`src/rtl/text_overlay_engine.sv`:
```
// rtl/text_overlay_engine.sv - character-cell text overlay for the VGA pixel path
//
// Renders a COLS x ROWS character buffer at (ORIGIN_X, ORIGIN_Y), each glyph
// an 8x16 font cell scaled by 2^SCALE_LOG2. Pixel path latency is 3 cycles.
// The buffer is wiped by a clear FSM after reset and on every clr pulse.
//
// Optional build macro: TEXT_CURSOR_EN - underline the cell at
// (cur_col, cur_row) on glyph lines 14-15 while the blink phase is 0.
//
// Ports:
//   clk         pixel clock
//   reset       asynchronous active-high reset
//   x, y        current pixel column / row
//   frame_tick  one-cycle pulse per frame, drives the blink timer
//   wr_valid    character write request
//   wr_ready    write accepted when wr_valid && wr_ready
//   wr_addr     linear cell index row*COLS+col
//   wr_data     [6:0] ASCII code, [7] blink attribute
//   clr         pulse: start a buffer clear
//   busy        clear in progress
//   cur_col     cursor column (used only with TEXT_CURSOR_EN)
//   cur_row     cursor row (used only with TEXT_CURSOR_EN)
//   text_on     current pixel is lit text
//   text_rgb    FG_RGB when text_on, else 12'h000

module ascii_rom (
  input  logic        clk,
  input  logic [10:0] addr,   // {code[6:0], line[3:0]}
  output logic [7:0]  data    // registered, 1-cycle latency
);
  // Each glyph packs 16 rows of 8 pixels, line 0 in the top byte.
  localparam logic [127:0] G_0 = 128'h00007CC6C6CEDEF6E6C6C67C00000000;
  localparam logic [127:0] G_1 = 128'h00001838781818181818187E00000000;
  localparam logic [127:0] G_2 = 128'h00007CC6060C183060C0C6FE00000000;
  localparam logic [127:0] G_3 = 128'h00007CC606063C060606C67C00000000;
  localparam logic [127:0] G_4 = 128'h00000C1C3C6CCCFE0C0C0C1E00000000;
  localparam logic [127:0] G_5 = 128'h0000FEC0C0C0FC060606C67C00000000;
  localparam logic [127:0] G_6 = 128'h00003860C0C0FCC6C6C6C67C00000000;
  localparam logic [127:0] G_7 = 128'h0000FEC606060C183030303000000000;
  localparam logic [127:0] G_8 = 128'h00007CC6C6C67CC6C6C6C67C00000000;
  localparam logic [127:0] G_9 = 128'h00007CC6C6C67E0606060C7800000000;
  localparam logic [127:0] G_A = 128'h000010386CC6C6FEC6C6C6C600000000;
  localparam logic [127:0] G_P = 128'h0000FC6666667C60606060F000000000;

  // Codes without a glyph in the table (including 0x00) render blank.
  function automatic logic [7:0] glyph_row(input logic [6:0] code, input logic [3:0] line);
    logic [127:0] g;
    logic [3:0]   inv;
    case (code)
      7'h30: g = G_0;
      7'h31: g = G_1;
      7'h32: g = G_2;
      7'h33: g = G_3;
      7'h34: g = G_4;
      7'h35: g = G_5;
      7'h36: g = G_6;
      7'h37: g = G_7;
      7'h38: g = G_8;
      7'h39: g = G_9;
      7'h41: g = G_A;
      7'h50: g = G_P;
      default: g = '0;
    endcase
    inv = ~line;
    return g[{inv, 3'b000} +: 8];
  endfunction

  always_ff @(posedge clk) begin
    data <= glyph_row(addr[10:4], addr[3:0]);
  end
endmodule

module text_overlay_engine #(
  parameter int          COLS         = 40,
  parameter int          ROWS         = 4,
  parameter int          SCALE_LOG2   = 1,
  parameter int          ORIGIN_X     = 0,
  parameter int          ORIGIN_Y     = 32,
  parameter logic [11:0] FG_RGB       = 12'hFFF,
  parameter int          BLINK_FRAMES = 30,
  localparam int         AW           = $clog2(COLS * ROWS),
  localparam int         CW           = $clog2(COLS),
  localparam int         RW           = $clog2(ROWS)
) (
  input  logic          clk,
  input  logic          reset,
  input  logic [9:0]    x,
  input  logic [9:0]    y,
  input  logic          frame_tick,
  input  logic          wr_valid,
  output logic          wr_ready,
  input  logic [AW-1:0] wr_addr,
  input  logic [7:0]    wr_data,
  input  logic          clr,
  output logic          busy,
  input  logic [CW-1:0] cur_col,
  input  logic [RW-1:0] cur_row,
  output logic          text_on,
  output logic [11:0]   text_rgb
);
  localparam int CELLS = COLS * ROWS;
  localparam int BW    = (BLINK_FRAMES > 1) ? $clog2(BLINK_FRAMES) : 1;

  typedef enum logic {CLEAR, IDLE} state_t;

  state_t        state, state_nx;
  logic [AW-1:0] ptr, ptr_nx;

  logic [7:0]    mem [CELLS];

  // ---------------- clear FSM ----------------
  always_ff @(posedge clk or posedge reset) begin
    if (reset) begin
      state <= CLEAR;
      ptr   <= '0;
    end else begin
      state <= state_nx;
      ptr   <= ptr_nx;
    end
  end

  always_comb begin
    state_nx = state;
    ptr_nx   = ptr;
    busy     = 1'b0;
    wr_ready = 1'b0;
    case (state)
      CLEAR: begin
        // clr is deliberately ignored here: a clear always runs to completion.
        busy   = 1'b1;
        ptr_nx = ptr + 1'b1;
        if (ptr == AW'(CELLS - 1)) begin
          state_nx = IDLE;
          ptr_nx   = '0;
        end
      end
      IDLE: begin
        // clr beats a same-cycle write, so the write is refused immediately.
        wr_ready = !clr;
        if (clr) begin
          ptr_nx   = '0;
          state_nx = CLEAR;
        end
      end
      default: state_nx = CLEAR;
    endcase
  end

  logic wr_fire, wr_hit;
  assign wr_fire = wr_valid && wr_ready;
  assign wr_hit  = {1'b0, wr_addr} < (AW + 1)'(CELLS);

  // ---------------- blink timer ----------------
  logic [BW-1:0] blink_cnt;
  logic          blink_phase;

  always_ff @(posedge clk or posedge reset) begin
    if (reset) begin
      blink_cnt   <= '0;
      blink_phase <= 1'b0;
    end else if (frame_tick) begin
      if (blink_cnt == BW'(BLINK_FRAMES - 1)) begin
        blink_cnt   <= '0;
        blink_phase <= !blink_phase;
      end else begin
        blink_cnt <= blink_cnt + 1'b1;
      end
    end
  end

  // ---------------- pixel -> cell mapping ----------------
  logic [9:0]    dx, dy, col, row;
  logic          in_win;
  logic [AW-1:0] rd_idx;
  logic [2:0]    bit_idx;
  logic [3:0]    line;

  always_comb begin
    dx      = x - 10'(ORIGIN_X);
    dy      = y - 10'(ORIGIN_Y);
    col     = dx >> (3 + SCALE_LOG2);
    row     = dy >> (4 + SCALE_LOG2);
    bit_idx = 3'(dx >> SCALE_LOG2);
    line    = 4'(dy >> SCALE_LOG2);
    // Origin checks on the raw coordinates keep dx/dy wrap-around out.
    in_win  = (x >= 10'(ORIGIN_X)) && (y >= 10'(ORIGIN_Y)) &&
              (col < 10'(COLS)) && (row < 10'(ROWS));
    rd_idx  = in_win ? AW'(row * COLS + col) : '0;
  end

`ifdef TEXT_CURSOR_EN
  logic cur_hit;
  assign cur_hit = in_win && (col == 10'(cur_col)) && (row == 10'(cur_row)) &&
                   (line[3:1] == 3'b111);
`else
  logic unused_cursor;
  assign unused_cursor = ^{cur_col, cur_row};
`endif

  // ---------------- buffer: write port + S1 read ----------------
  // Non-blocking update means a same-cycle read sees the previous contents.
  logic [7:0] s1_cell;

  always_ff @(posedge clk) begin
    if (state == CLEAR) begin
      mem[ptr] <= 8'h00;
    end else if (wr_fire && wr_hit) begin
      mem[wr_addr] <= wr_data;
    end
    s1_cell <= mem[rd_idx];
  end

  // ---------------- pipeline S1..S3 ----------------
  logic       s1_in, s2_in, s2_blank;
  logic [2:0] s1_bit, s2_bit;
  logic [3:0] s1_line;
  logic [7:0] rom_data;
  logic       lit;
`ifdef TEXT_CURSOR_EN
  logic       s1_cur, s2_cur;
`endif

  ascii_rom u_rom (
    .clk  (clk),
    .addr ({s1_cell[6:0], s1_line}),
    .data (rom_data)
  );

  always_ff @(posedge clk or posedge reset) begin
    if (reset) begin
      s1_in    <= 1'b0;
      s1_bit   <= '0;
      s1_line  <= '0;
      s2_in    <= 1'b0;
      s2_bit   <= '0;
      s2_blank <= 1'b0;
`ifdef TEXT_CURSOR_EN
      s1_cur   <= 1'b0;
      s2_cur   <= 1'b0;
`endif
      text_on  <= 1'b0;
      text_rgb <= 12'h000;
    end else begin
      s1_in    <= in_win;
      s1_bit   <= bit_idx;
      s1_line  <= line;
      s2_in    <= s1_in;
      s2_bit   <= s1_bit;
      s2_blank <= s1_cell[7] && blink_phase;
`ifdef TEXT_CURSOR_EN
      s1_cur   <= cur_hit;
      s2_cur   <= s1_cur && !blink_phase;
`endif
      text_on  <= lit;
      text_rgb <= lit ? FG_RGB : 12'h000;
    end
  end

  // Font bit 7 is the leftmost pixel, so index with the inverted bit number.
  always_comb begin
    lit = s2_in && rom_data[~s2_bit] && !s2_blank;
`ifdef TEXT_CURSOR_EN
    lit = lit || (s2_in && s2_cur);
`endif
  end
endmodule

```
`config.mk`:
```
export PLATFORM = sky130hd
export DESIGN_NAME = text_overlay_engine
export DESIGN_NICKNAME = d
export VERILOG_FILES = /design/src/rtl/text_overlay_engine.sv
export SDC_FILE = /design/constraint.sdc
export NUM_CORES = 2
export LEC_CHECK = 0
export CAP_MARGIN = 25
export CORE_AREA = 2 2 334 336
export CTS_CLUSTER_SIZE = 14
export DETAILED_ROUTE_END_ITERATION = 12
export DIE_AREA = 0 0 336 338
export SLEW_MARGIN = 15
export SYNTH_ARGS = -nofsm -noshare
export SYNTH_HDL_FRONTEND = slang
export SYNTH_SLANG_ARGS = --single-unit
```
`constraint.sdc`:
```
create_clock -name clk -period 5.3 [get_ports clk]
set_input_delay 1.06 -clock clk [delete_from_list [all_inputs] [get_ports clk]]
set_output_delay 1.06 -clock clk [all_outputs]
set_load 0.005 [all_outputs]
```
==> metrics.md <==
| Metric | Value |
|---|---|
| Final period util | `0.8543` |
| Latest clock arrival within the worst-skew pair | `0.76 ns` |
| FF+latch count, synth | `roughly 1300` |
| Via density per instance | `6.204` |
| Kind of critical path | `primary input to flop` |
| Worst r2r src | `state$_DFF_PP0_` |
| Nets@finish | `3648` |
| Sink Count | `1324` |
| Area Growth Syn to Fin | `15.08%` |
| # H-tree levels | `4` |
| Io pins | `64` |
| Post-synthesis cell area | `around 53000 um^2` |
| Share of post-route cells with drive strength above 1 | `0.1800` |
| Clock Tree Buf Depth | `3` |
| Vias in the first global route | `31600` |
| Die Wd | `336 um` |
| Psw | `5.740 mW` |
| Die Footprint | `113600 um^2` |
| Combinational Power Share | `0.092` |
| Async S/R FF share, synth | `0.02190` |
| Post-synthesis sequential area ratio | `0.7378` |
| Post-route setup TNS | `0 ns` |
| DRC | `0` |
| Synth warn | `0` |
| Slew margin rel. | `0.3040` |
| Final hold viol count | `0` |
| R2R depth | `9` |
| Via count | `around 32000` |
| Clock-pin slew on the worst setup and hold paths | `around 0.060 ns` |
| Largest net degree at the start of global routing | `80` |
| Switch share | `0.2427` |
| Antenna viol nets, final | `0` |
| DRT Pass-1 Iters | `6` |
| Syn Inst Count | `approximately 3400` |
| Gr ovfl total | `0` |
| Placed insts | `4933` |
| Initial core utilization | `0.4860` |
| Slew Viols, Final | `0` |
| Ys flop type | `edfxtp_1` |
| Status | `finished clean` |
| Post-synth EDFFs | `1280` |
| Internal reg-to-reg setup slack | `between 1 and 1.5 ns` |
| Hold path start | `s1_bit[1]$_DFF_PP0_` |
| Fmax | `0.2209 GHz` |
| TritonCTS Buffers | `between 100 and 150` |
| Pint | `between 15 and 20 mW` |
| CTS tree | `built` |
| Critical path capture point type | `flop` |
| Initial antenna violation count | `0` |
| Clock Power Share | `0.405` |
| Library cells used by synthesis | `85` |
| Worst setup SP type | `primary input` |
| Final setup violation count | `0` |
| Die Y | `around 340 um` |
| Fin cells | `5189` |
| Final min period | `4.528 ns` |
| Clock Skew | `~0.024 ns` |
| Mean Syn Cell Area | `about 16 um^2` |
| Buffers on Ports | `53` |
| Max cap viols | `0` |
| Worst hold endpoint | `s2_bit[1]$_DFF_PP0_` |
| Cell area power density | `384.1 nW/um^2` |
| Critical Path RT | `~6 ns` |
| Post-CTS setup buffers | `0` |
| Total GRT Usage | `0.2625` |
| Clock root cell | `clkbuf_16` |
| DR iter-0 viols | `4055` |
| Critical-path maximum fanout | `3` |
| FP Rows | `between 100 and 150` |
| # hold bufs at CTS | `0` |
| Worst Hold Depth | `0` |
| Slew of the pin with the lowest slew margin | `1.030 ns` |
| Core Footprint | `110100 um^2` |
| First-pass GRT wire length | `215700 um` |
| Final GP Congestion | `around 0.93` |
| Tot Pwr | `23.65 mW` |
| RSZ-0062 raised after global routing | `false` |
| Leakage power | `20.77 nW` |
| R2R Path End | `mem[60][2]$_DFFE_PP_` |
| Post-Syn Nets | `about 3400` |
| Final WL | `148600 um` |
| Sequential power share | `0.503` |
| Post-DR wirelength/cell | `between 20 and 30 um` |
| Hpwl dp | `94480 um` |
| Hold Crit Class | `flop to flop` |
| Post-cts sizing count | `0` |
| Worst Path Arrival | `5.23 ns` |
| Peak supply drop | `0.2865 mV` |
layout make-up:
class                      count  area [um^2]
clock buffer                 174         3735
clock inverter                80        745.7
fill                        8544        48500
sequential                  1324        39460
antenna                        1        2.502
tap                         1488         1862
multi-input combinational   1817        13120
timing repair buffer         282         2545
inverter                      23        86.33
worst max-delay path, cell delays in order:
cell and delay, ns:
clkdlybuf4s50_1 0.50, inv_1 0.07, ha_1 0.22, xor2_1 0.15, ha_1 0.29, ha_1 0.30
nor2b_1 0.15, o21ai_0 0.25, xnor3_1 0.47, or4_1 0.68, a31oi_1 0.20, o41ai_1 0.10
a2111oi_0 0.34, dlymetal6s2s_1 0.22, buf_4 0.13, or4_1 0.08
cells in the final DEF, fill, tap and decap left out, drive strengths merged, types with 16 or more instances in the layout:
master and n:
a2111oi 16, a211oi 19, a21oi 116, a311oi 22
a31oi 46, and2 18, and3 20, buf 230
clkbuf 174, clkdlybuf4s50 51, clkinv 61, dfrtp 29
edfxtp 1280, inv 27, mux2 89, mux2i 125
mux4 117, nand2 312, nand2b 19, nand3 72
nor2 293, nor3 40, o2111ai 19, o211ai 34
o21ai 99, o221ai 18, o22ai 98
cells by family (layout without fill, tap and decap cells):
kind of cell	count (synthesis)	in the layout	synth area share
AOI/OAI and AO/OA	604	604	0.07635
xor gates and xnor gates	13	13	0.002386
adders and majority gates	11	11	0.002713
buffers and inverters	229	559	0.01860
DFF	1324	1324	0.7378
muxes	331	331	0.09139
other	0	1	0
and+or+nand+nor	858	858	0.07081
power by group through the flow:
stage / combinational, mW / sequential, mW / clock [mW]
3_5_place_dp: 2.12 / 12.1 / 0
2_1_floorplan: 1.17 / 12.0 / 0
6_report: 2.16 / 11.9 / 9.58
4_1_cts: 2.13 / 11.9 / 9.70
3_3_place_gp: 2.09 / 12.1 / 0
5_1_grt: 2.26 / 11.9 / 10.1
worst max-delay path by stage:
stage	from	slack, ns	end	depth (start not counted)
after detailed placement	y[5]	-0.33	s1_cell[6]$_DFF_P_	15
final	y[5]	0.77	s1_cell[6]$_DFF_P_	16
after global placement	y[5]	-0.39	s1_cell[6]$_DFF_P_	15
after global routing	y[5]	0.56	s1_cell[6]$_DFF_P_	16
after floorplan	clr	0.51	mem[0][0]$_DFFE_PP_	6
after CTS	y[5]	0.44	s1_cell[6]$_DFF_P_	15
per-layer routing:
metal  vias up  GRT usage  wire [um]
met5         -          0          0
met4         0    0.08511       4305
met3       243    0.04777      13350
met2      1586     0.4068      68330
met1     16580     0.3790      62650
li1      13780          -          -
flip-flops by register name (all words and copies together) (netlist names):
register and cells:
blink_cnt 5, s1_in 1, u_rom.data 7, s2_bit 3
ptr 8, s1_line 4, mem 1280, s2_blank 1
s1_bit 3, state 1, text_rgb 1, s1_cell 8
blink_phase 1, s2_in 1
metrics by stage:
| stage | hold slack, ns | worst slack, ns | utilization | area, um^2 |
|---|---|---|---|---|
| 2_1_floorplan | 0.3312 | 0.5133 | - | 53490 |
| 3_3_place_gp | 0.3414 | -0.3875 | 0.5182 | 57030 |
| 3_5_place_dp | 0.3357 | -0.3283 | 0.5185 | 57060 |
| 4_1_cts | 0.3517 | 0.4383 | 0.5592 | 61540 |
| 5_1_grt | 0.3521 | 0.5625 | 0.5593 | 61550 |
| 6_report | 0.3482 | 0.7722 | 0.5593 | 61560 |
Yosys cell counts, types with 22 or more instances:
| cell type | n | area, um^2 |
|---|---|---|
| nor2_1 | 293 | 1100 |
| mux2i_1 | 125 | 1251 |
| mux4_2 | 117 | 2635 |
| buf_2 | 42 | 210.2 |
| nand3_1 | 72 | 360.4 |
| a311oi_1 | 22 | 192.7 |
| edfxtp_1 | 1280 | 38440 |
| dfrtp_1 | 29 | 725.7 |
| o211ai_1 | 33 | 247.7 |
| a21oi_1 | 116 | 580.6 |
| o22ai_1 | 98 | 613.1 |
| nor3_1 | 38 | 190.2 |
| clkbuf_1 | 125 | 469.2 |
| nand2_1 | 312 | 1171 |
| o21ai_0 | 93 | 465.5 |
| mux2_2 | 88 | 991.0 |
| a31oi_1 | 46 | 287.8 |
(Power assumes the default switching activity.)
